### config.mk
export PLATFORM = sky130hd
export DESIGN_NAME = afe_seq_ctrl
export DESIGN_NICKNAME = d
export VERILOG_FILES = /design/src/rtl/afe_seq_ctrl.sv
export SDC_FILE = /design/constraint.sdc
export NUM_CORES = 1
export LEC_CHECK = 0
export ABC_CLOCK_PERIOD_IN_PS = 3550
export CAP_MARGIN = 10
export CORE_ASPECT_RATIO = 0.7
export CORE_UTILIZATION = 49
export CTS_CLUSTER_SIZE = 28
export DETAILED_ROUTE_END_ITERATION = 10
export GPL_TIMING_DRIVEN = 0
export HOLD_SLACK_MARGIN = 0.03
export PLACE_DENSITY = 0.91
export SETUP_SLACK_MARGIN = 0.02
export SLEW_MARGIN = 20
export SYNTH_ARGS = -nofsm -noshare
export SYNTH_HDL_FRONTEND = slang
export SYNTH_SLANG_ARGS = --single-unit
### constraint.sdc
create_clock -name i_clk -period 3.55 [get_ports i_clk]
set_input_delay 0.71 -clock i_clk [delete_from_list [all_inputs] [get_ports i_clk]]
set_output_delay 0.71 -clock i_clk [all_outputs]
set_load 0.02 [all_outputs]
### src/rtl/afe_seq_ctrl.sv
// rtl/afe_seq_ctrl.sv - AFE4490 SPI transaction sequencer: ADC_RDY result bursts plus host register access
module afe_seq_ctrl #(
  parameter logic [7:0] RD_BASE     = 8'h2A,
  parameter int         NUM_RD      = 6,
  parameter int         TIMEOUT_CYC = 1024,
  parameter int         GAP_CYC     = 1
) (
  input  logic        i_clk,
  input  logic        i_rst,
  input  logic        i_en,
  input  logic        i_adc_rdy,
  output logic [7:0]  o_spi_addr,
  output logic [23:0] o_spi_wr_data,
  output logic        o_spi_rd_wr,
  output logic        o_spi_dv,
  input  logic        i_spi_done,
  input  logic [23:0] i_spi_rd_data,
  input  logic        i_host_req,
  input  logic        i_host_rd,
  input  logic [7:0]  i_host_addr,
  input  logic [23:0] i_host_wdata,
  output logic        o_host_ack,
  output logic [23:0] o_host_rdata,
  output logic [23:0] o_sample,
  output logic [2:0]  o_sample_idx,
  output logic        o_sample_valid,
  output logic        o_overrun,
  output logic        o_err,
  input  logic        i_err_clr
);

  localparam int             TW       = $clog2(TIMEOUT_CYC + 1);
  localparam logic [TW-1:0]  TO_LAST  = TW'(TIMEOUT_CYC - 1);
  localparam logic [3:0]     GAP_LAST = (GAP_CYC > 0) ? 4'(GAP_CYC - 1) : 4'd0;

  typedef enum logic [2:0] {IDLE, ISSUE, WAIT, GAP, FINISH} state_t;
  state_t state, state_nxt;

  logic          sync1, sync2, sync3, rdy_edge;
  logic          burst_pend;
  logic          cur_burst, cur_seq;
  logic [7:0]    cur_addr;
  logic [23:0]   cur_wdata;
  logic [3:0]    cur_nrd;
  logic [3:0]    step;
  logic [3:0]    gap_cnt;
  logic [TW-1:0] to_cnt;
  logic [23:0]   rd_buf;

  logic busy_burst, sel_burst, sel_host, last_step, rd_step, timeout, done_w;

  always_comb begin
    busy_burst = (state != IDLE) && cur_burst;
    sel_burst  = burst_pend;
    // A host request arriving with a fresh edge waits one cycle so the burst keeps priority
    sel_host   = !burst_pend && !(rdy_edge && i_en) && i_host_req && !o_host_ack;
    last_step  = cur_seq ? (step == cur_nrd + 4'd1) : 1'b1;
    rd_step    = cur_seq && (step != 4'd0) && (step <= cur_nrd);
    done_w     = (state == WAIT) && i_spi_done;
    timeout    = (state == WAIT) && !i_spi_done && (to_cnt == TO_LAST);
  end

  always_ff @(posedge i_clk) begin
    if (i_rst) state <= IDLE;
    else       state <= state_nxt;
  end

  always_comb begin
    state_nxt = state;
    case (state)
      IDLE:   if (sel_burst || sel_host) state_nxt = ISSUE;
      ISSUE:  state_nxt = WAIT;
      WAIT: begin
        if (i_spi_done) begin
          if (last_step)         state_nxt = FINISH;
          else if (GAP_CYC == 0) state_nxt = ISSUE;
          else                   state_nxt = GAP;
        end else if (timeout) begin
          state_nxt = IDLE;
        end
      end
      GAP:    if (gap_cnt == GAP_LAST) state_nxt = ISSUE;
      FINISH: state_nxt = IDLE;
      default: state_nxt = IDLE;
    endcase
  end

  always_comb begin
    o_spi_dv      = (state == ISSUE);
    o_spi_addr    = 8'h00;
    o_spi_wr_data = 24'h000000;
    o_spi_rd_wr   = 1'b0;
    if (state == ISSUE || state == WAIT || state == GAP) begin
      if (!cur_seq) begin
        o_spi_addr    = cur_addr;
        o_spi_wr_data = cur_wdata;
      end else if (step == 4'd0) begin
        o_spi_wr_data = 24'h000001;
      end else if (rd_step) begin
        o_spi_addr  = cur_addr + 8'(step) - 8'd1;
        o_spi_rd_wr = 1'b1;
      end
    end
  end

  always_ff @(posedge i_clk) begin
    if (i_rst) begin
      sync1          <= 1'b0;
      sync2          <= 1'b0;
      sync3          <= 1'b0;
      rdy_edge       <= 1'b0;
      burst_pend     <= 1'b0;
      cur_burst      <= 1'b0;
      cur_seq        <= 1'b0;
      cur_addr       <= 8'h00;
      cur_wdata      <= 24'h000000;
      cur_nrd        <= 4'd0;
      step           <= 4'd0;
      gap_cnt        <= 4'd0;
      to_cnt         <= '0;
      rd_buf         <= 24'h000000;
      o_host_ack     <= 1'b0;
      o_host_rdata   <= 24'h000000;
      o_sample       <= 24'h000000;
      o_sample_idx   <= 3'd0;
      o_sample_valid <= 1'b0;
      o_overrun      <= 1'b0;
      o_err          <= 1'b0;
    end else begin
      sync1    <= i_adc_rdy;
      sync2    <= sync1;
      sync3    <= sync2;
      rdy_edge <= sync2 && !sync3;

      o_overrun <= rdy_edge && (burst_pend || busy_burst);
      if (rdy_edge && i_en && !burst_pend && !busy_burst)
        burst_pend <= 1'b1;
      else if (timeout || (state == FINISH && cur_burst))
        burst_pend <= 1'b0;

      if (timeout)        o_err <= 1'b1;
      else if (i_err_clr) o_err <= 1'b0;

      o_host_ack     <= (state == FINISH) && !cur_burst;
      if (state == FINISH && !cur_burst && cur_seq)
        o_host_rdata <= rd_buf;

      o_sample_valid <= done_w && cur_burst && rd_step;
      if (done_w && cur_burst && rd_step) begin
        o_sample     <= i_spi_rd_data;
        o_sample_idx <= 3'(step - 4'd1);
      end

      case (state)
        IDLE: begin
          step <= 4'd0;
          if (sel_burst) begin
            cur_burst <= 1'b1;
            cur_seq   <= 1'b1;
            cur_addr  <= RD_BASE;
            cur_wdata <= 24'h000000;
            cur_nrd   <= 4'(NUM_RD);
          end else if (sel_host) begin
            // A host read reuses the burst framing with a single read step
            cur_burst <= 1'b0;
            cur_seq   <= i_host_rd;
            cur_addr  <= i_host_addr;
            cur_wdata <= i_host_wdata;
            cur_nrd   <= 4'd1;
          end
        end
        ISSUE: to_cnt <= TW'(1);
        WAIT: begin
          to_cnt  <= to_cnt + TW'(1);
          gap_cnt <= 4'd0;
          if (i_spi_done) begin
            if (rd_step) rd_buf <= i_spi_rd_data;
            if (!last_step && GAP_CYC == 0) step <= step + 4'd1;
          end
        end
        GAP: begin
          gap_cnt <= gap_cnt + 4'd1;
          if (gap_cnt == GAP_LAST) step <= step + 4'd1;
        end
        default: ;
      endcase
    end
  end

endmodule
== Yosys cells after proc, flatten, opt, wreduce, memory -nomap -nowiden ==
Cells that the tools add are included.
Storage, ports and cells
  input bits: 64
  word-level logic and storage cells: 121
  register bits: 144
  output and inout bits: 89
Operators by class
  add/sub/neg operators: 7
  equality and inequality tests: 9
  $lt $le $gt $ge: 1
  muxes and demuxes: 36
  reduce and logical (&&, ||, !) cells: 46
Operator list (number)
  2-to-1 mux 24 bit: 4
  2-to-1 mux 8 bit: 6
  one-hot mux 11 bit (2 select lines): 1
  logical AND 1 bit: 19
  one-hot mux 4 bit (2 select lines): 2
  2-to-1 mux 3 bit: 5
  2-to-1 mux 1 bit: 14
  adder 4 x 1 -> 4 bit, second input constant: 3
  2-to-1 mux 4 bit: 3
  one-hot mux 3 bit (4 select lines): 1
  nonzero test 2 bit: 6
  adder 11 x 1 -> 11 bit, second input constant: 1
  equality test 11 x 10 -> 1 bit, second input constant: 1
  adder 8 x 4 -> 8 bit: 1
  logical NOT 4 bit: 2
  subtractor 8 x 1 -> 8 bit, second input constant: 1
  logical NOT 1 bit: 7
  equality test 3 x 2 -> 1 bit, second input constant: 2
  AND reduction 3 bit: 2
  logical OR 1 bit: 5
  equality test 4 bit: 1
  less-or-equal comparator 4 bit: 1
  AND reduction 2 bit: 2
  nonzero test 4 bit: 1
  8 further kinds: 8

== Longest topological paths before layout ==
  word-level depth: 8
  gate-level depth with buffers: 11

== Least setup slack after synthesis ==
Ideal clock, no wire load.
  path type: register to output
  from: register step[1]
  to: output o_spi_addr[7]
  arrival: 2.325 ns
  cell stages (with the launch flop): 12
  setup slack: 0.515 ns
  path buffers: 0
  cells stage by stage: dfxtp_1 inv_1 ha_1 inv_1 ha_1 inv_1 fa_1 nand2b_1 a21oi_1 mux2i_1 and3_1 o22a_1
Between the ends
  cells in the longest elaborated chain, start to end: 7
RTL lines
  start, declared: line 45  | logic [3:0] step;
  start signal, assigned: line 178  | if (!last_step && GAP_CYC == 0) step <= step + 4'd1;
  start signal, assigned: line 183  | if (gap_cnt == GAP_LAST) step <= step + 4'd1;
  branches (longest 4 deep; another with adder 8 x 4 -> 8 bit)
  2-to-1 mux 8 bit *: line 97  | end else if (step == 4'd0) begin
  2-to-1 mux 8 bit *: line 94  | if (!cur_seq) begin
  2-to-1 mux 8 bit *: line 93  | if (state == ISSUE || state == WAIT || state == GAP) begin
  end, declared: line 12  | output logic [7:0] o_spi_addr,
Every way passes the cells marked *.

== Final worst setup path ==
  from: register cur_addr[1]
  to: output o_spi_addr[7]
Between the ends
  cells in the longest elaborated chain, start to end: 6
RTL lines
  start, declared: line 42  | logic [7:0] cur_addr;
  start signal, assigned: line 167  | cur_addr <= i_host_addr;
  adder 8 x 4 -> 8 bit: line 100  | o_spi_addr = cur_addr + 8'(step) - 8'd1;
  subtractor 8 x 1 -> 8 bit: line 100
  2-to-1 mux 8 bit: line 99  | end else if (rd_step) begin
  2-to-1 mux 8 bit: line 97
  2-to-1 mux 8 bit: line 94
  2-to-1 mux 8 bit: line 93
No other way between the ends.

==> results.yml <==
detailed_routing:
  wire_per_inst_um: 16.3
  postRouteAntennaNets: 0
  vias: 6254
  drcViolationCount: 0
  vias_per_cell: 5.61
  wirelength_um: 18200
  drt_first_pass_iters: 6
  drtIter0Drc: 459
critical_path:
  critPathMostFrequentCell: "inv_1"
  worstPathCellList: "inv_1 > ha_1 > inv_2 > ha_4 > inv_1 > fa_2 > nand2b_4 > a21oi_4 > mux2i_2 > and3_1 > o22a_1 > buf_4"
  crit_buf_inv: 4
  critPathMaxStageDelay_ns: 0.35
  crit_slowest_cell: "fa_2"
  crit_path_max_fanout: 3
  critPathCaptureType: "output port"
  crit_required_ns: 2.84
  critPathKind: "reg -> out"
  cp_top_family: "adder cells"
  cp.arrival_ns: 2.74
  startpoint_type: "flip-flop"
final_layout:
  fin_nets: 1029
  final_area_um2: 8460
  drive_gt1_frac: 0.0846
  antennaDiodeCount: 0
  area_delta_synth_final_pct: 38.6
cts:
  cts_buffer_depth: 2
  clkSinkCount: 141
  cts.clk_slew.worst_paths_ns: 0.06
  hold_buffers: 0
  cts_made_buffers: 17
  cts_root_buf: "clkbuf_16"
  clk_latency_ns: 0.42
  h-tree-depth: 4
  tritoncts: "yes"
logic_synthesis:
  syn_inst: 771
  synth_area_um2: 6100
  synth_cell_types: 52
  yosysSeqAreaShare: 0.462
  synthTopCellsByCount: "nand2_1, dfxtp_1, a21oi_1, nand3_1, clkbuf_1"
  synthArstFlopShare: 0
  synth_top_flop_cell: "dfxtp_1"
  synth_top_area_share: 0.462
  yosys_warnings: 0
  synth_most_common_cell: "nand2_1"
  synth_nets: 856
  synth_area_leaders: "dfxtp_1, nand2_1, a21oi_1, ha_1, nand3_1"
  yosys_register_bits: 141
  syn_avg_cell_area_um2: 7.92
  yosysTopAreaCell: "dfxtp_1"
  synth-edff-count: 0
global_route:
  grt_pass1_wl_um: 27900
  overflow: 0
  grt_usage: 0.279
  antenna_found_initial: 0
  grt_pass1_vias: 5765
  grt_max_degree: 17
sta:
  rsz0062_at_grt: "false"
  setup_viol: 0
  finalMaxSlewViolations: 0
  hold_viol: 0
  period_minus_slack_ns: 3.45
  maxSlewHeadroom: 0.390
  worst_slack_ns: 0.103
  fmax_mhz: 290
  timing.final.crit_share: 0.971
  worst_slew_pin_slew_ns: 0.908
  finClkSkew_ns: 0.00859
floorplanning:
  coreArea_um2: 11900
  die_w_um: 135
  pin_count: 153
  die_h_um: 95.4
  start_util: 0.512
  rows: 33
  die_area_um2: 12900
min_path:
  min_path_type: "reg -> reg"
placed_design:
  preCtsSetupSlack_ns: -0.239
  gp_congestion: 0.858
  post_dp_cell_area_um2: 7810
  port_buffers: 151
  dpl.hpwl_um: 12300
power:
  peakVddDrop_mv: 0.353
  p_total_uw: 4080
  p_leak_uw: 0.00303
  p_per_area_nw_per_um2: 482
outcome:
  status: "finished clean"
run:
  drv_cap: 0
## logic make-up after synthesis
family | share of synthesized area
multiplexers | 0.00512
XOR/XNOR | 0.0115
flip-flops | 0.462
AND/OR/NAND/NOR | 0.255
adder cells (fa/ha/maj) | 0.0443
buffers and inverters | 0.0549
AO/OA/AOI/OAI | 0.167
## cell type report
class                      count  area [µm²]
buffer                        50         226
multi-input combinational    550        2990
inverter                      30         113
fill                         862        3470
clock buffer                  19         453
tap                          157         196
sequential                   141        2830
timing repair buffer         154        1520
clock inverter                13         126
## worst paths after layout
check / to / cells past startpoint / slack [ns] / from
setup / recovery: o_spi_addr[7] / 12 / 0.10 / cur_addr[1]$_SDFFE_PP0P_
setup reg to reg: rd_buf[10]$_SDFFE_PP0P_ / 7 / 1.14 / cur_nrd[1]$_SDFFE_PP0P_
hold reg to reg: rdy_edge$_SDFF_PP0_ / 1 / 0.41 / sync3$_SDFF_PP0_
hold / removal: rdy_edge$_SDFF_PP0_ / 1 / 0.41 / sync3$_SDFF_PP0_
## stage by stage
| step | hold slack (ns) | std cells | setup TNS, ns | utilization |
|---|---|---|---|---|
| 2_1_floorplan | 0.367 | 771 | 0 | - |
| 3_3_place_gp | 0.383 | 1079 | -0.189 | 0.655 |
| 3_5_place_dp | 0.402 | 1079 | -0.239 | 0.655 |
| 4_1_cts | 0.413 | 1112 | 0 | 0.706 |
| 5_1_grt | 0.438 | 1114 | 0 | 0.709 |
| 6_report | 0.408 | 1114 | 0 | 0.709 |
## cells in the final DEF, fill, tap and decap left out, types with 3 or more instances in the layout
master           count
dlygate4sd2_1        5
a211o_1              3
inv_2                4
nand3_1             37
xnor2_1              4
clkbuf_2             5
nand4_1              4
clkbuf_16           17
nand2b_1             7
dfxtp_2              4
inv_1               26
clkinvlp_4           3
dfxtp_1            136
a211oi_2             3
clkdlybuf4s50_1    142
nor3b_1              5
xor2_1               4
o21ai_0             13
nand2_1            197
nor3_1              15
clkbuf_1            32
a211oi_1             6
buf_6                3
buf_2                9
inv_6                5
a31oi_1              3
nor2_1              26
nor2b_1             10
and2_1              24
ha_1                19
and3_1               3
buf_4                4
a21oi_1            125
## power breakdown
part / leakage, µW / internal (µW) / total [µW] / switching [µW]
clock network: 0.000279 / 1010 / 1730 / 713
logic: 0.00160 / 281 / 677 / 397
registers: 0.00114 / 1640 / 1670 / 35.8
total: 0.00303 / 2930 / 4080 / 1150
## sequential cells by signal, summed over array words and instances (netlist names), 2 cells and up
register	count
cur_addr	8
cur_nrd	2
cur_wdata	24
gap_cnt	4
o_host_rdata	24
o_sample	24
o_sample_idx	3
rd_buf	24
state	3
step	4
to_cnt	11
## metal layers
layer,part of all wire,global-route usage
met5,0,0
met2,0.46,0.450
met4,0.021,0.108
met3,0.085,0.0633
met1,0.43,0.365
## timing repair
item | in CTS | in global routing
pin swaps | 2 | 3
resized for setup | 26 | 17
setup endpoints to repair | 9 | 20
setup buffers | 1 | 2
cloned | 0 | 0
(Power assumes the default switching activity.)
